==> src/rtl/axi_pkg.sv <==
// Shared AXI definitions: response codes, burst length type and the
// default-slave FSM state encodings.
package axi_pkg;
  typedef logic [1:0] axi_resp_t;
  typedef logic [7:0] axi_len_t;

  localparam axi_resp_t RESP_OKAY   = 2'b00;
  localparam axi_resp_t RESP_EXOKAY = 2'b01;
  localparam axi_resp_t RESP_SLVERR = 2'b10;
  localparam axi_resp_t RESP_DECERR = 2'b11;

  typedef enum logic [1:0] {W_IDLE, W_DATA, W_RESP} wr_state_e;
  typedef enum logic       {R_IDLE, R_DATA}         rd_state_e;
endpackage

==> src/rtl/axi_default_slave_if.sv <==
// AXI4 subset seen by the default slave; write data/strobes are omitted
// because the slave discards them.
interface axi_default_slave_if #(
  parameter int ID_WIDTH   = 8,
  parameter int DATA_WIDTH = 32
);
  import axi_pkg::*;

  logic [ID_WIDTH-1:0]   AWID;
  axi_len_t              AWLEN;
  logic                  AWVALID, AWREADY;
  logic                  WLAST, WVALID, WREADY;
  logic [ID_WIDTH-1:0]   BID;
  axi_resp_t             BRESP;
  logic                  BVALID, BREADY;
  logic [ID_WIDTH-1:0]   ARID;
  axi_len_t              ARLEN;
  logic                  ARVALID, ARREADY;
  logic [ID_WIDTH-1:0]   RID;
  logic [DATA_WIDTH-1:0] RDATA;
  axi_resp_t             RRESP;
  logic                  RLAST, RVALID, RREADY;

  modport master (
    output AWID, AWLEN, AWVALID, WLAST, WVALID, BREADY, ARID, ARLEN, ARVALID, RREADY,
    input  AWREADY, WREADY, BID, BRESP, BVALID, ARREADY, RID, RDATA, RRESP, RLAST, RVALID
  );

  modport slave (
    input  AWID, AWLEN, AWVALID, WLAST, WVALID, BREADY, ARID, ARLEN, ARVALID, RREADY,
    output AWREADY, WREADY, BID, BRESP, BVALID, ARREADY, RID, RDATA, RRESP, RLAST, RVALID
  );
endinterface

==> src/rtl/axi_default_slave_rd.sv <==
// Read half of the default slave: accepts one AR, then returns ARLEN+1
// zero-data DECERR beats with RLAST on the final one.
module axi_default_slave_rd
  import axi_pkg::*;
#(
  parameter int ID_WIDTH = 8
) (
  input  logic                clk,
  input  logic                rst,
  input  logic [ID_WIDTH-1:0] arid,
  input  axi_len_t            arlen,
  input  logic                arvalid,
  output logic                arready,
  output logic [ID_WIDTH-1:0] rid,
  output logic                rlast,
  output logic                rvalid,
  input  logic                rready
);
  rd_state_e           state_q, state_d;
  axi_len_t            cnt_q, cnt_d;
  logic [ID_WIDTH-1:0] rid_q, rid_d;
  logic                arready_q, arready_d;
  logic                rvalid_q, rvalid_d;
  logic                rlast_q, rlast_d;
  logic                ar_hs, r_hs;

  assign ar_hs = arvalid & arready_q;
  assign r_hs  = rvalid_q & rready;

  always_ff @(posedge clk) begin
    if (rst) begin
      state_q   <= R_IDLE;
      cnt_q     <= '0;
      rid_q     <= '0;
      arready_q <= 1'b0;
      rvalid_q  <= 1'b0;
      rlast_q   <= 1'b0;
    end else begin
      state_q   <= state_d;
      cnt_q     <= cnt_d;
      rid_q     <= rid_d;
      arready_q <= arready_d;
      rvalid_q  <= rvalid_d;
      rlast_q   <= rlast_d;
    end
  end

  always_comb begin
    state_d = state_q;
    unique case (state_q)
      R_IDLE:  if (ar_hs) state_d = R_DATA;
      R_DATA:  if (r_hs && rlast_q) state_d = R_IDLE;
      default: state_d = R_IDLE;
    endcase
  end

  // Outputs are registered off the next state so they change with the FSM.
  always_comb begin
    cnt_d = cnt_q;
    rid_d = rid_q;
    if (ar_hs) begin
      cnt_d = arlen;
      rid_d = arid;
    end else if (r_hs && cnt_q != '0) begin
      cnt_d = cnt_q - 8'd1;
    end
    arready_d = (state_d == R_IDLE);
    rvalid_d  = (state_d == R_DATA);
    rlast_d   = (state_d == R_DATA) && (cnt_d == '0);
  end

  assign arready = arready_q;
  assign rvalid  = rvalid_q;
  assign rlast   = rlast_q;
  assign rid     = rid_q;
endmodule

==> src/rtl/axi_default_slave.sv <==
// AXI4 default slave on the decoder's no-match port: completes every
// write and read with DECERR. Write FSM inline, read FSM in a sub-module.
module axi_default_slave
  import axi_pkg::*;
#(
  parameter int ID_WIDTH   = 8,
  parameter int DATA_WIDTH = 32
) (
  input  logic               clk,
  input  logic               rst,
  axi_default_slave_if.slave bus
);
  wr_state_e           w_state_q, w_state_d;
  logic                awready_q, awready_d;
  logic                wready_q, wready_d;
  logic                bvalid_q, bvalid_d;
  logic [ID_WIDTH-1:0] bid_q, bid_d;
  axi_len_t            awlen_q, awlen_d;
  logic                aw_hs, w_hs, b_hs;

  assign aw_hs = bus.AWVALID & awready_q;
  assign w_hs  = bus.WVALID & wready_q;
  assign b_hs  = bus.BREADY & bvalid_q;

  always_ff @(posedge clk) begin
    if (rst) begin
      w_state_q <= W_IDLE;
      awready_q <= 1'b0;
      wready_q  <= 1'b0;
      bvalid_q  <= 1'b0;
      bid_q     <= '0;
      awlen_q   <= '0;
    end else begin
      w_state_q <= w_state_d;
      awready_q <= awready_d;
      wready_q  <= wready_d;
      bvalid_q  <= bvalid_d;
      bid_q     <= bid_d;
      awlen_q   <= awlen_d;
    end
  end

  // Burst ends on WLAST alone; the latched AWLEN is kept for visibility only.
  always_comb begin
    w_state_d = w_state_q;
    unique case (w_state_q)
      W_IDLE:  if (aw_hs) w_state_d = W_DATA;
      W_DATA:  if (w_hs && bus.WLAST) w_state_d = W_RESP;
      W_RESP:  if (b_hs) w_state_d = W_IDLE;
      default: w_state_d = W_IDLE;
    endcase
  end

  always_comb begin
    awready_d = (w_state_d == W_IDLE);
    wready_d  = (w_state_d == W_DATA);
    bvalid_d  = (w_state_d == W_RESP);
    bid_d     = aw_hs ? bus.AWID  : bid_q;
    awlen_d   = aw_hs ? bus.AWLEN : awlen_q;
  end

  assign bus.AWREADY = awready_q;
  assign bus.WREADY  = wready_q;
  assign bus.BVALID  = bvalid_q;
  assign bus.BID     = bid_q;
  assign bus.BRESP   = RESP_DECERR;
  assign bus.RDATA   = '0;
  assign bus.RRESP   = RESP_DECERR;

  axi_default_slave_rd #(.ID_WIDTH(ID_WIDTH)) u_rd (
    .clk     (clk),
    .rst     (rst),
    .arid    (bus.ARID),
    .arlen   (bus.ARLEN),
    .arvalid (bus.ARVALID),
    .arready (bus.ARREADY),
    .rid     (bus.RID),
    .rlast   (bus.RLAST),
    .rvalid  (bus.RVALID),
    .rready  (bus.RREADY)
  );
endmodule

==> src/flat_wrapper.sv <==
// flat-port wrapper written by rule: the top's interface ports become plain ports
module axi_default_slave_flat import axi_pkg::*;
#(
  parameter int ID_WIDTH   = 8,
  parameter int DATA_WIDTH = 32
)
  (clk, rst, bus_AWID, bus_AWLEN, bus_AWVALID, bus_WLAST, bus_WVALID, bus_BREADY, bus_ARID, bus_ARLEN, bus_ARVALID, bus_RREADY, bus_AWREADY, bus_WREADY, bus_BID, bus_BRESP, bus_BVALID, bus_ARREADY, bus_RID, bus_RDATA, bus_RRESP, bus_RLAST, bus_RVALID);
  axi_default_slave_if #(.ID_WIDTH(ID_WIDTH), .DATA_WIDTH(DATA_WIDTH)) bus_i ();
  input  logic clk;
  input  logic rst;
  input wire logic [$bits(bus_i.AWID)-1:0] bus_AWID;
  input wire logic [$bits(bus_i.AWLEN)-1:0] bus_AWLEN;
  input wire logic [$bits(bus_i.AWVALID)-1:0] bus_AWVALID;
  input wire logic [$bits(bus_i.WLAST)-1:0] bus_WLAST;
  input wire logic [$bits(bus_i.WVALID)-1:0] bus_WVALID;
  input wire logic [$bits(bus_i.BREADY)-1:0] bus_BREADY;
  input wire logic [$bits(bus_i.ARID)-1:0] bus_ARID;
  input wire logic [$bits(bus_i.ARLEN)-1:0] bus_ARLEN;
  input wire logic [$bits(bus_i.ARVALID)-1:0] bus_ARVALID;
  input wire logic [$bits(bus_i.RREADY)-1:0] bus_RREADY;
  output wire logic [$bits(bus_i.AWREADY)-1:0] bus_AWREADY;
  output wire logic [$bits(bus_i.WREADY)-1:0] bus_WREADY;
  output wire logic [$bits(bus_i.BID)-1:0] bus_BID;
  output wire logic [$bits(bus_i.BRESP)-1:0] bus_BRESP;
  output wire logic [$bits(bus_i.BVALID)-1:0] bus_BVALID;
  output wire logic [$bits(bus_i.ARREADY)-1:0] bus_ARREADY;
  output wire logic [$bits(bus_i.RID)-1:0] bus_RID;
  output wire logic [$bits(bus_i.RDATA)-1:0] bus_RDATA;
  output wire logic [$bits(bus_i.RRESP)-1:0] bus_RRESP;
  output wire logic [$bits(bus_i.RLAST)-1:0] bus_RLAST;
  output wire logic [$bits(bus_i.RVALID)-1:0] bus_RVALID;
  assign bus_i.AWID = bus_AWID;
  assign bus_i.AWLEN = bus_AWLEN;
  assign bus_i.AWVALID = bus_AWVALID;
  assign bus_i.WLAST = bus_WLAST;
  assign bus_i.WVALID = bus_WVALID;
  assign bus_i.BREADY = bus_BREADY;
  assign bus_i.ARID = bus_ARID;
  assign bus_i.ARLEN = bus_ARLEN;
  assign bus_i.ARVALID = bus_ARVALID;
  assign bus_i.RREADY = bus_RREADY;
  assign bus_AWREADY = bus_i.AWREADY;
  assign bus_WREADY = bus_i.WREADY;
  assign bus_BID = bus_i.BID;
  assign bus_BRESP = bus_i.BRESP;
  assign bus_BVALID = bus_i.BVALID;
  assign bus_ARREADY = bus_i.ARREADY;
  assign bus_RID = bus_i.RID;
  assign bus_RDATA = bus_i.RDATA;
  assign bus_RRESP = bus_i.RRESP;
  assign bus_RLAST = bus_i.RLAST;
  assign bus_RVALID = bus_i.RVALID;
  axi_default_slave #(.ID_WIDTH(ID_WIDTH), .DATA_WIDTH(DATA_WIDTH)) u_core (.clk(clk), .rst(rst), .bus(bus_i));
endmodule
==> config.mk <==
export PLATFORM = sky130hd
export DESIGN_NAME = axi_default_slave_flat
export DESIGN_NICKNAME = d
export VERILOG_FILES = /design/src/rtl/axi_pkg.sv /design/src/rtl/axi_default_slave_if.sv /design/src/rtl/axi_default_slave_rd.sv /design/src/rtl/axi_default_slave.sv /design/src/flat_wrapper.sv
export SDC_FILE = /design/constraint.sdc
export NUM_CORES = 1
export LEC_CHECK = 0
export ABC_AREA = 1
export CORE_ASPECT_RATIO = 0.6
export CORE_MARGIN = 3
export CORE_UTILIZATION = 32
export DETAILED_ROUTE_END_ITERATION = 8
export HOLD_SLACK_MARGIN = 0.05
export PLACE_DENSITY = 0.82
export SETUP_SLACK_MARGIN = 0.3
export SYNTH_ARGS = -nofsm -noshare
export SYNTH_HDL_FRONTEND = slang
export SYNTH_SLANG_ARGS = --single-unit
==> constraint.sdc <==
create_clock -name clk -period 2.1 [get_ports clk]
set_input_delay 0.42 -clock clk [delete_from_list [all_inputs] [get_ports clk]]
set_output_delay 0.42 -clock clk [all_outputs]
set_load 0.005 [all_outputs]
=== Word-level counts from Yosys, hierarchy flattened ===
Cells that the tools add are included.

* Bits in registers: 32
* Bits of input ports: 40
* Output and inout port bits: 58

* $add $sub $neg: 1
* Equality and inequality tests: 4
* Mux-type cells: 9
* Bitwise operators: 7
* Reductions and logical operators: 8

{| class="wikitable"
|+ Operators with widths
! kind !! count
|-
| 2-to-1 mux 8 bit || 2
|-
| logical NOT 8 bit || 1
|-
| nonzero test 8 bit || 1
|-
| subtractor 8 x 1 -> 8 bit (second input constant) || 1
|-
| 2-to-1 mux 2 bit || 3
|-
| case mux 2 bit (3 select lines) || 1
|-
| AND 1 bit || 5
|-
| == test 2 x 1 -> 1 bit (second input constant) || 2
|-
| == test 2 bit (second input constant) || 2
|-
| logical AND 1 bit || 4
|-
| logical NOT 2 bit || 2
|-
| 2-to-1 mux 1 bit || 2
|-
| inverter 1 bit || 2
|-
| case mux 1 bit (2 select lines) || 1
|}

=== Depth between registers and ports, before layout ===
Gate-level depths: netlist of the first run.

* Depth after elaboration: 6
* Gate-level depth with buffers: 12

=== By module ===
Synthesis of the first run repeated with hierarchy kept, for this count alone.

* Cell total of the unflattened synthesis: 253
* Area total of the unflattened synthesis: 1773.0 µm²

{| class="wikitable"
|+ Modules (own cells, without submodules)
! module !! instances !! cells each !! area an instance (µm²)
|-
| axi_default_slave_rd || 1 || 155 || 1032.2
|-
| axi_default_slave || 1 || 98 || 740.7
|}

=== Worst setup path before layout of the first run ===
Ideal clock, no wire load.

* Path type: reg-to-reg
* Start: reg u_core.u_rd.cnt_q[0]
* End: reg u_core.u_rd.rlast_q, in the netlist u_core.u_rd.rlast
* Arrival: 1322 ps
* Required time: 2036 ps
* Slack: 714 ps
* Cell stages (with the launch flop): 12
* Buffers on the path: 0
* Period minus slack after synthesis: 1386 ps
* Cell sequence: dfxtp_1 > inv_1 > ha_1 > nand2_1 > nor2_2 > nor2_4 > nand3_1 > nand2_1 > nand3_1 > nand2_1 > nand3_1 > nor2_1

* Longest elaborated chain between the ends: 6
* Elaborated cells on any way between the ends: 7
* Classes of those cells: add/sub (1); mux (2); reduce/logical (4)

{| class="wikitable"
|+ RTL lines
! item !! RTL line !! source
|-
| start: declaration || axi_default_slave_rd.sv:20 || <nowiki>axi_len_t cnt_q, cnt_d;</nowiki>
|-
| start signal: assignment || axi_default_slave_rd.sv:40 || <nowiki>cnt_q <= cnt_d;</nowiki>
|-
| parallel branches: the longest is 2 deep, another holds subtractor 8 x 1 -> 8 bit || -- ||
|-
| 2-to-1 mux 8 bit (*) || axi_default_slave_rd.sv:64 || <nowiki>end else if (r_hs && cnt_q != '0) begin</nowiki>
|-
| 2-to-1 mux 8 bit (*) || axi_default_slave_rd.sv:61 || <nowiki>if (ar_hs) begin</nowiki>
|-
| logical NOT 8 bit (*) || axi_default_slave_rd.sv:69 || <nowiki>rlast_d = (state_d == R_DATA) && (cnt_d == '0);</nowiki>
|-
| logical AND 1 bit (*) || axi_default_slave_rd.sv:69 ||
|-
| end signal: assignment || axi_default_slave_rd.sv:44 || <nowiki>rlast_q <= rlast_d;</nowiki>
|-
| end: declaration || axi_default_slave_rd.sv:24 || <nowiki>logic rlast_q, rlast_d;</nowiki>
|}

Mark *: on every way between the ends.
A chain may end at the register's enable or synchronous reset.

=== Worst setup path after layout of the first run ===
* Start: in bus_RREADY
* End: reg u_core.u_rd.rlast_q, in the netlist u_core.u_rd.rlast

* Longest elaborated chain between the ends: 6
* Elaborated cells on any way between the ends: 9
* Classes of those cells: mux (4); bitwise (1); reduce/logical (4)

{| class="wikitable"
|+ RTL lines
! item !! RTL line !! source
|-
| start: declaration || flat_wrapper.sv:20 || <nowiki>input wire logic [$bits(bus_i.RREADY)-1:0] bus_RREADY;</nowiki>
|-
| AND 1 bit (*) || axi_default_slave_rd.sv:28 || <nowiki>assign r_hs = rvalid_q & rready;</nowiki>
|-
| logical AND 1 bit || axi_default_slave_rd.sv:64 ||
|-
| 2-to-1 mux 8 bit || axi_default_slave_rd.sv:64 ||
|-
| 2-to-1 mux 8 bit || axi_default_slave_rd.sv:61 ||
|-
| logical NOT 8 bit || axi_default_slave_rd.sv:69 ||
|-
| logical AND 1 bit (*) || axi_default_slave_rd.sv:69 ||
|}

Every way passes the cells marked *; elsewhere a longest branch is shown, timed or not.

==> flow_summary.toml, run 1 <==
[power_and_ir_drop]
p_leak_nw = 1.01
p_int_mw = 1.23
seqPwrFrac_pct = 40.3
p_sw_mw = 0.434
p_comb_share_pct = 21.4
power_frac_clock_pct = 38.3
switching_share_pct = 26.0
power_mw = 1.67
irDropWorstVdd_mv = 0.366
powerDensity_nw_per_um2 = 722

[sta]
finalHoldViolCount = 0
rsz0062_at_grt = "false"
maxSlewViolCount = 0
setup_tns_ns = 0
skew_ns = 0.00461
finalSetupViolations = 0
final.period_utilization_pct = 78.5
max_freq_mhz = 606
timing.final.crit_period_ns = 1.65

[routing]
num_vias = 1502
wl_mm = 4.02
firstDrtPassIters = 4
drc = 0
initialDrtViolationCount = 76
wl_per_cell_um = 11.2
viasPerCell = 4.17
drtAntennaViolNets = 0

[synth]
synth-edff-count = 0
yosysTopAreaCell = "dfxtp_1"
syn_area_um2 = 1690
synthFlopType = "dfxtp_1"
ys_types = 26
synth_warnings = 0
async_flop_share_pct = 0
ys_seq_area_share_pct = 38.0
synth_top_cell_area_share_pct = 38.0
syn_avg_cell_area_um2 = 7.12
synth-seq-cells = 32
synth_area_leaders = "dfxtp_1, buf_4, nand2_1"
netlist_instances = 237

[worst_setup_path]
critical_path_required_ns = 2.32
worst_path_max_delay_cell = "clkdlybuf4s50_1"
cp_max_fo = 6
arrival_ns = 1.87
worstSetupPathType = "in -> reg"
cp_cell_sequence = "clkdlybuf4s50_1 -> nand2_1 -> inv_1 -> o21ai_2 -> o21ai_0 -> nand3_1 -> nand2_1 -> nand3_1 -> nor2_1"
critPathLaunchType = "input pin"
end_kind = "flop"
cp_slowest_stage_delay_ns = 0.45

[min_path]
hold_path.class = "reg -> reg"

[job]
maxCapViolCount = 0

[placed_design]
gp_congestion = 0.789
port_buffers = 53
dp.cells = 351
dp_hpwl_mm = 3.12

[die]
die_w_um = 99.7
die_y_um = 62.2
ios = 98
rows = 19
dieArea_um2 = 6210
initial_core_util_pct = 34.9
core_um2 = 4830

[cts]
cts.clk_slew.worst_paths_ns = 0.07
worstSkewPairLatency_ns = 0.28
clk_path_buf_depth = 2
numCtsBuffers = 5
htreeDepth = 2
cts_tree = "built"
clkSinkCount = 32
root_buffer = "clkbuf_8"

[global_routing]
grt_pass1_wl_mm = 6.27
antenna_found_initial = 0
grt_max_degree = 17
grt_use_total_pct = 12.6
overflow = 0
grt_pass1_vias = 1351

[run_status]
status = "finished, final reports clean"

[final_layout]
nets = 338
diodes = 0
syn2layout_area_growth_pct = 37.1
drive_gt1_share_pct = 9.43
fill_cells = 492
layout.cells.non_filler = 360
-- cell usage in the layout, fill, tap and decap left out, types with 6 or more instances in the layout --
cell type	instances
a21oi_1	19
buf_4	6
clkbuf_8	7
clkdlybuf4s50_1	53
conb_1	36
dfxtp_1	32
inv_1	14
nand2_1	67
nand3_1	9
nor2_1	20
-- per-layer routing --
metal | vias up | wire (um) | track usage, %
li1 | 791 | - | -
met1 | 659 | 1920 | 17.2
met2 | 50 | 1770 | 18.8
met3 | 2 | 306 | 4.70
met4 | 0 | 29 | 3.07
met5 | - | 0 | 0
-- critical path: cells and delay by family --
| kind | cells | cell delay, ns |
|---|---|---|
| simple gates | 5 | 0.56 |
| compound gates | 2 | 0.29 |
| buf+inv | 2 | 0.59 |
-- cells in the mapped netlist (all sizes together), types with 3 or more instances --
master,count
dfxtp,32
clkbuf,4
nand3,10
inv,14
nor2,24
nand2,70
o21ai,4
nor3,3
buf,38
a21oi,19
nand4,4
or2,4
xor2,3
-- stage by stage --
stage / utilization (%) / hold WS, ns / cell area [um^2] / setup slack (ns)
after floorplan: - / 0.462 / 1810 / 0.714
after global placement: 45.0 / 0.452 / 2170 / 0.258
after detailed placement: 45.0 / 0.457 / 2170 / 0.218
after CTS: 47.6 / 0.464 / 2300 / 0.449
after global routing: 47.9 / 0.481 / 2310 / 0.323
final: 47.9 / 0.463 / 2310 / 0.451
-- state kept, by name (all words and copies together) (netlist names) --
register	cells
u_core.u_rd.arready	1
u_core.u_rd.rvalid	1
u_core.u_rd.rlast	1
u_core.u_rd.rid	8
u_core.bus.WREADY	1
u_core.u_rd.cnt_q	8
u_core.bus.BVALID	1
u_core.w_state_q	2
u_core.bus.AWREADY	1
u_core.bus.BID	8
-- kinds of logic after synthesis --
group           synth area share [%]
compound gates                  8.38
buf+inv                         20.9
simple gates                    29.2
other cells                    0.445
xor+xnor                        1.56
flops                           38.0
fa+ha+maj                       1.48
-- path summary, 6_finish.rpt --
path	end	slack, ns	from	cells after the start
max	u_core.u_rd.rlast$_SDFF_PP0_	0.45	bus_RREADY	9
min	u_core.bus.BID[5]$_SDFFE_PP0P_	0.46	u_core.bus.BID[5]$_SDFFE_PP0P_	2
max reg2reg	u_core.u_rd.rlast$_SDFF_PP0_	0.47	u_core.u_rd.cnt_q[0]$_SDFF_PP0_	9
min reg2reg	u_core.bus.BID[5]$_SDFFE_PP0P_	0.46	u_core.bus.BID[5]$_SDFFE_PP0P_	2
-- what timing repair did --
item	CTS	global route
hold endpoints to repair	0	0
gates resized for setup	0	2
hold buffers	0	0
setup endpoints to repair	0	1
setup buffers	0	0
-- area by class of cell --
class | count | area [um^2] | area share (%)
multi-input cells | 183 | 835 | 36.1
clock inverters | 1 | 30.0 | 1.30
well taps | 63 | 78.8 | 3.41
inverters | 15 | 56.3 | 2.44
flip-flops and latches | 32 | 641 | 27.7
repair buffers | 59 | 576 | 24.9
clock buffers | 7 | 96.3 | 4.17
-- power by group through the flow --
| stage | Sequential, mW | Clock, mW | Combinational [mW] |
|---|---|---|---|
| after CTS | 0.671 | 0.669 | 0.345 |
| after floorplan | 0.682 | 0 | 0.242 |
| final | 0.672 | 0.639 | 0.358 |
| after global placement | 0.684 | 0 | 0.337 |
| after global routing | 0.677 | 0.690 | 0.407 |
| after detailed placement | 0.685 | 0 | 0.344 |
Power figures use the tool's default switching activity.
==> run 2: changes to the inputs <==
==> constraint.sdc (replaced) <==
create_clock -name clk -period 1.6 [get_ports clk]
set_input_delay 0.32 -clock clk [delete_from_list [all_inputs] [get_ports clk]]
set_output_delay 0.32 -clock clk [all_outputs]
set_load 0.005 [all_outputs]
==> flow_summary.toml, run 2 (synthesis results as in run 1) <==
[worst_setup_path]
cp_max_fo = 6
critical_path_required_ns = 1.81
r2r_start = "u_core.u_rd.cnt_q[1]$_SDFF_PP0_"
worst_path_max_delay_cell = "dfxtp_2"
worstSetupEndpoint = "u_core.u_rd.rlast$_SDFF_PP0_"
cp_cell_sequence = "inv_2 -> ha_4 -> nand2_4 -> o21ai_4 -> buf_6 -> nand2_2 -> nand3_2 -> nand2_2 -> nor2_2 -> nand3_1 -> nor2_1"
cp_slowest_stage_delay_ns = 0.33
regToRegEndpoint = "u_core.u_rd.rlast$_SDFF_PP0_"
critPathLaunchType = "flop"
reg2reg_depth = 11
worstSetupPathType = "reg -> reg"
reg2reg_slack_ns = 0.13
end_kind = "flop"
arrival_ns = 1.68
crit_top_cell = "nand2_2"
setup.worst_path.start = "u_core.u_rd.cnt_q[1]$_SDFF_PP0_"

[die]
initial_core_util_pct = 34.9
dieArea_um2 = 6210
die_y_um = 62.2
ios = 98
die_w_um = 99.7
rows = 19
core_um2 = 4830

[final_layout]
drive_gt1_share_pct = 20.7
layout_commonest_cell = "nand2_1"
syn2layout_area_growth_pct = 45.5
layout_common_cells = "nand2_1, conb_1, clkdlybuf4s50_1"
multi_input_area_um2 = 908
final-seq-area_um2 = 649
final_util_pct = 50.8
fill_cells = 489
nets = 351
diodes = 0

[sta]
skew_ns = 0.00679
maxSlewViolCount = 0
max_freq_mhz = 682
final.period_utilization_pct = 91.6
rsz0062_at_grt = "true"
setup_ws_ns = 0.134
finalSetupViolations = 0
timing.final.crit_period_ns = 1.47
finalHoldViolCount = 0

[min_path]
hold_path.class = "reg -> reg"

[routing]
wl_per_cell_um = 11.8
drc = 0
firstDrtPassIters = 4
initialDrtViolationCount = 52
num_vias = 1579
viasPerCell = 4.24
wl_mm = 4.38
drtAntennaViolNets = 0

[global_routing]
grt_max_degree = 25
antenna_found_initial = 0
grt_pass1_wl_mm = 6.96
overflow = 0
grt_pass1_vias = 1439
grt_use_total_pct = 13.8

[placed_design]
pre_cts_ws_ns = -0.170
gp_congestion = 0.839
dp_hpwl_mm = 3.34
port_buffers = 53

[cts]
htreeDepth = 2
worstSkewPairLatency_ns = 0.27
clkSinkCount = 32
root_buffer = "clkbuf_8"
cts.clk_slew.worst_paths_ns = 0.07
clk_path_buf_depth = 2
numCtsBuffers = 5
cts_tree = "built"

[power_and_ir_drop]
powerDensity_nw_per_um2 = 857
p_leak_nw = 1.17
irDropWorstVdd_mv = 0.460
power_mw = 2.10

[run_status]
status = "finished, final reports clean"

[job]
maxCapViolCount = 0
## run 2: cell types whose count changed in the layout (fill, tap and decap cells not counted), moves of 3 or more
cell / change
clkdlybuf4s50_1: -22
dlygate4sd2_1: +22
buf_4: +11
dfxtp_1: -7
dfxtp_2: +7
inv_1: -5
nand2_1: -5
inv_2: +4
nand2_4: +3
nor2_1: -3
## run 2: power breakdown
part           total, mW  switching (mW)  internal [mW]
registers          0.890          0.0398          0.850
logic              0.544           0.282          0.262
clock network      0.670           0.287          0.383
total               2.10           0.609           1.49
## run 2: critical path, delay by kind of cell (launching register included)
family                   cells  cell delay [ns]
adder cells (fa/ha/maj)      1             0.15
AO/OA/AOI/OAI                1             0.24
buffers and inverters        2             0.22
AND/OR/NAND/NOR              7             0.47
flip-flops                   1             0.33
## run 2: layout make-up
| class | count | area share [%] |
|---|---|---|
| sequential | 32 | 26.5 |
| multi-input combinational | 183 | 37.0 |
| inverter | 15 | 2.40 |
| tap | 63 | 3.21 |
| clock buffer | 7 | 3.93 |
| timing repair buffer | 72 | 27.0 |
## run 2: worst min-delay path by stage
stage | from | slack [ns] | cells after the start | endpoint
after floorplan | rst | 0.40 | 1 | u_core.u_rd.rvalid$_SDFF_PP0_
after global placement | u_core.bus.BID[3]$_SDFFE_PP0P_ | 0.45 | 2 | u_core.bus.BID[3]$_SDFFE_PP0P_
after detailed placement | u_core.bus.BID[7]$_SDFFE_PP0P_ | 0.45 | 2 | u_core.bus.BID[7]$_SDFFE_PP0P_
after CTS | u_core.bus.BID[7]$_SDFFE_PP0P_ | 0.46 | 2 | u_core.bus.BID[7]$_SDFFE_PP0P_
after global routing | u_core.bus.BID[1]$_SDFFE_PP0P_ | 0.49 | 2 | u_core.bus.BID[1]$_SDFFE_PP0P_
final | u_core.u_rd.rid[2]$_SDFFE_PP0P_ | 0.46 | 2 | u_core.u_rd.rid[2]$_SDFFE_PP0P_
## run 2: through the flow
step / TNS, ns / cell area, um^2 / hold slack, ns / std cells
after floorplan: 0 / 1850 / 0.404 / 271
after global placement: -0.199 / 2290 / 0.450 / 360
after detailed placement: -0.301 / 2290 / 0.453 / 360
after CTS: 0 / 2410 / 0.460 / 371
after global routing: 0 / 2450 / 0.490 / 372
final: 0 / 2450 / 0.461 / 372
## run 2: layer usage
metal  vias to the layer above  share of wire (%)  global-route usage (%)
li1                        814                  -                       -
met2                        49                 46                    21.7
met5                         -                  0                       0
met4                         0                  0                    1.53
met1                       716                 46                    19.0
met3                         0                8.0                    4.59
## run 2: repair_timing
action                     4_1_cts  5_1_grt
gates resized for setup         35       11
buffers inserted                 3        1
setup endpoints to repair       31       10
pin swaps                        6       11
gates cloned                     1        0
hold endpoints to repair         0        0
hold buffers                     0        0
==> RTL change 1 (config.mk and constraints of run 2) <==
Encoding of `wr_state_e`: now one-hot (3 bits for 3 states).
--- a/src/rtl/axi_pkg.sv
+++ b/src/rtl/axi_pkg.sv
@@ -11,3 +11,3 @@
 
-  typedef enum logic [1:0] {W_IDLE, W_DATA, W_RESP} wr_state_e;
+  typedef enum logic [2:0] {W_IDLE = 3'b001, W_DATA = 3'b010, W_RESP = 3'b100} wr_state_e;
   typedef enum logic       {R_IDLE, R_DATA}         rd_state_e;
Function: same outputs for any inputs over 10 cycles, from zero or initial values and one cycle with rst high; not proved beyond that.
==> RTL change 1 against run 2 <==
- routed wire length grew 8.9%
- worst hold slack gained 0.020 ns
- area after synthesis grew 5.8%
- die area grew 5.3%
- final area grew 9.7%
- sequential cell count grew 1
- total power grew 28%
- setup slack gained 0.0029 ns
- critical path type unchanged
- critical endpoint unchanged
- largest cell class unchanged
==> RTL change 1: results <==
metrics = {
    "run_status": {
        "status": "finished, final reports clean",
    },
    "synthesis": {
        "synth.distinct_cells": 32,
        "ys_seq_area_frac": 0.370,
        "synth_common_cells": "nor2_1, buf_4, nand2_1",
        "synth_area_leaders": "dfxtp_1, buf_4, nor2_1",
    },
    "power_and_ir_drop": {
        "total_power_mw": 2.69,
        "vdd_drop_max_mv": 0.439,
        "leakage_nw": 1.30,
    },
    "routing": {
        "drt_iter0_drc": 49,
        "wl_um": 4770,
        "via_per_inst": 4.24,
    },
    "setup_path": {
        "cp_data_arrival_time_ns": 1.65,
        "reg2reg_slack_ns": 0.14,
        "slowest_delay_ns": 0.38,
        "critPathSlowestCell": "dfxtp_4",
    },
    "grt": {
        "grt_start_max_net_pins": 18,
        "grt_pass1_wl_um": 7070,
        "track_usage": 0.136,
        "grt_pass1_vias": 1550,
    },
    "placement": {
        "dp_hpwl_um": 3480,
        "dpl_worst_slack_ns": -0.163,
        "gp_congestion": 0.901,
    },
    "sta": {
        "fin_hold_ws_ns": 0.481,
    },
    "finish": {
        "finalNetCount": 370,
    },
    "clock_tree": {
        "insertion_delay_ns": 0.28,
        "clkTransAtPathRegs_ns": 0.07,
    },
    "worst_hold_path": {
        "hold_class": "register to register",
    },
}
## RTL change 1: cell count changes in the layout (fill, tap and decap cells not counted), sizes merged, moves of 2 or more
cell / delta
xnor2: +2
a21oi: -15
o211ai: +2
inv: +3
o21ai: +16
buf: +13
dlymetal6s2s: +3
nand4: -3
xor2: -2
clkdlybuf4s50: -2
nor2: +30
nand2: -30
## RTL change 1: kinds of logic (layout without fill, tap and decap cells)
family,Yosys count,after routing,synth area share
buffers and inverters,59,110,0.205
adders and majority gates,2,2,0.0140
xor gates and xnor gates,3,3,0.0147
AOI/OAI and AO/OA,29,29,0.107
other,2,36,0.00421
and+or+nand+nor,116,116,0.285
DFF,33,33,0.370
## RTL change 1: worst min-delay path, stage by stage (launching register included)
cell and delay [ns]:
dfxtp_1 0.33, nor2_1 0.05, nor2_1 0.08
## RTL change 1: power breakdown
part | switching, mW | total [mW] | leakage (nW) | internal [mW]
sequential | 0.0935 | 1.05 | 0.275 | 0.955
clock | 0.306 | 0.607 | 0.0450 | 0.301
combinational | 0.514 | 1.03 | 0.984 | 0.516
## RTL change 1: repair_timing
action | CTS | global route
cloned | 0 | 1
pin swaps | 8 | 17
setup endpoints to repair | 36 | 27
gates resized for setup | 38 | 38
buffers inserted | 6 | 7
## RTL change 1: routing by layer
layer / vias to the layer above / share of wire / track usage
met5: - / 0 / 0
met4: 0 / 0.0036 / 0.0262
met3: 3 / 0.063 / 0.0425
met2: 53 / 0.47 / 0.216
met1: 753 / 0.47 / 0.181
li1: 864 / - / -
## RTL change 1: final timing paths
kind                              startpoint                              to  cells after the start
max          u_core.u_rd.cnt_q[1]$_SDFF_PP0_    u_core.u_rd.rlast$_SDFF_PP0_                     12
min           u_core.bus.BID[6]$_SDFFE_PP0P_  u_core.bus.BID[6]$_SDFFE_PP0P_                      2
max reg2reg  u_core.u_rd.cnt_q[1]$_SDFF_PP0_    u_core.u_rd.rlast$_SDFF_PP0_                     12
min reg2reg   u_core.bus.BID[6]$_SDFFE_PP0P_  u_core.bus.BID[6]$_SDFFE_PP0P_                      2
## RTL change 1: cell type report
type / count / area (um2)
Clock inverter: 2 / 10.0
Timing Repair Buffer: 85 / 763
Multi-Input combinational cell: 186 / 1010
Clock buffer: 6 / 72.6
Sequential cell: 33 / 678
Tap cell: 66 / 82.6
Fill cell: 526 / 2540
Inverter: 17 / 73.8
## RTL change 1: through the flow
| step | cell area (um2) | util | instances |
|---|---|---|---|
| after detailed placement | 2390 | 0.456 | 373 |
| after global placement | 2390 | 0.456 | 373 |
| after floorplan | 1930 | - | 278 |
| after CTS | 2540 | 0.485 | 387 |
| final | 2690 | 0.515 | 395 |
| after global routing | 2690 | 0.515 | 395 |
==> RTL change 2 (flow settings as in run 2) <==
Without the edit above. `DATA_WIDTH` is set to 32 in 3 places; all go to 36.
--- a/src/rtl/axi_default_slave_if.sv
+++ b/src/rtl/axi_default_slave_if.sv
@@ -4,3 +4,3 @@
   parameter int ID_WIDTH   = 8,
-  parameter int DATA_WIDTH = 32
+  parameter int DATA_WIDTH = 36
 );
--- a/src/rtl/axi_default_slave.sv
+++ b/src/rtl/axi_default_slave.sv
@@ -6,3 +6,3 @@
   parameter int ID_WIDTH   = 8,
-  parameter int DATA_WIDTH = 32
+  parameter int DATA_WIDTH = 36
 ) (
--- a/src/flat_wrapper.sv
+++ b/src/flat_wrapper.sv
@@ -4,3 +4,3 @@
   parameter int ID_WIDTH   = 8,
-  parameter int DATA_WIDTH = 32
+  parameter int DATA_WIDTH = 36
 )
Ports: changed (resized bus_RDATA); port bits go from 98 to 102. The function was not compared with the original's and may differ.
==> RTL change 2 against run 2 <==
- clock power grew 28%
- routed wire length increased by 2.4%
- setup slack got worse by 0.010 ns
- highest routed layer is now met4
- critical path type unchanged
- sequential share of layout area fell by 0.87 points
- sequential cell count unchanged
- total power rose by 11%
- sequential power barely moved
- final area grew 4.0%
- first-iteration DRC count is 42% higher
- utilization up 1.5 points
- non-clock buffer count grew 4
- via count increased by 4.0%
- area after synthesis is 1.8% higher
==> RTL change 2: results <==
metrics = {
    "power_and_ir_drop": {
        "vdd_drop_max_mv": 0.448,
        "leakage_nw": 1.22,
        "total_power_mw": 2.33,
        "p_comb_mw": 0.582,
        "clkPwrFrac": 0.368,
        "switching_share": 0.278,
    },
    "setup_path": {
        "r2r_start": "u_core.u_rd.cnt_q[0]$_SDFF_PP0_",
        "cp_data_arrival_time_ns": 1.66,
        "reg2reg_slack_ns": 0.12,
    },
    "worst_hold_path": {
        "hold_class": "register to register",
        "hold_start": "u_core.u_rd.rid[3]$_SDFFE_PP0P_",
        "holdPathEnd": "u_core.u_rd.rid[3]$_SDFFE_PP0P_",
    },
    "finish": {
        "finalNetCount": 359,
        "layoutNonFillerInstCount": 381,
        "drive_above_1_share": 0.230,
    },
    "routing": {
        "dr.max_layer_used": "met4",
        "met2_length_um": 2080,
        "drt_iter0_drc": 74,
        "firstDrtPassIters": 5,
        "m1WireLength_um": 2010,
        "vias": 1642,
        "wl_um": 4480,
    },
    "run_status": {
        "status": "finished, final reports clean",
    },
    "synthesis": {
        "syn_inst": 241,
        "synth_common_cells": "nand2_1, buf_4, dfxtp_1",
        "ys_seq_area_frac": 0.373,
        "synth_area_leaders": "dfxtp_1, buf_4, nand2_1",
    },
    "grt": {
        "grt_start_max_net_pins": 21,
        "grt_pass1_wl_um": 6740,
        "grt_util_met2": 0.205,
        "grtUsageMet3": 0.0435,
        "grt_pass1_vias": 1460,
        "use_met1": 0.182,
    },
    "placement": {
        "postPlaceCellArea_mm2": 0.00229,
        "dpl_worst_slack_ns": -0.141,
        "dp_hpwl_um": 3390,
        "gp_congestion": 0.877,
    },
    "sta": {
        "clock_skew_ns": 0.00610,
        "fin_hold_ws_ns": 0.459,
    },
    "clock_tree": {
        "ctsResizeCount": 29,
    },
}
RTL change 2: cell types whose count changed after synthesis, sizes merged:
cell,change
buf,+4
RTL change 2: critical path: cells and delay by family (launching register included):
| family | cells | cell delay (ns) |
|---|---|---|
| compound gates | 1 | 0.24 |
| flops | 1 | 0.34 |
| simple gates | 8 | 0.57 |
| buf+inv | 1 | 0.08 |
| fa+ha+maj | 1 | 0.15 |
RTL change 2: cells by family (layout without fill, tap and decap cells):
family / Yosys count / in the layout / synth area share
other cells: 2 / 40 / 0.00437
flops: 32 / 32 / 0.373
xor+xnor: 3 / 3 / 0.0153
compound gates: 26 / 26 / 0.0824
buf+inv: 61 / 99 / 0.223
fa+ha+maj: 2 / 2 / 0.0146
simple gates: 115 / 116 / 0.287
RTL change 2: area by class of cell:
type	instances	area, um2
Fill cell	496	2320
Multi-Input combinational cell	187	947
Timing Repair Buffer	76	687
Sequential cell	32	653
Clock buffer	7	96.3
Tap cell	63	78.8
Inverter	15	58.8
Clock inverter	1	30.0
RTL change 2: how the worst max path moves through the flow:
stage | from | to | slack [ns]
floorplan | u_core.u_rd.cnt_q[0]$_SDFF_PP0_ | u_core.u_rd.rlast$_SDFF_PP0_ | 0.31
global placement | bus_RREADY | u_core.u_rd.rlast$_SDFF_PP0_ | -0.13
detailed placement | bus_RREADY | u_core.u_rd.rlast$_SDFF_PP0_ | -0.14
CTS | u_core.u_rd.cnt_q[0]$_SDFF_PP0_ | u_core.u_rd.rlast$_SDFF_PP0_ | 0.14
global route | u_core.u_rd.cnt_q[1]$_SDFF_PP0_ | u_core.u_rd.rlast$_SDFF_PP0_ | 0.03
finish | u_core.u_rd.cnt_q[0]$_SDFF_PP0_ | u_core.u_rd.rlast$_SDFF_PP0_ | 0.12
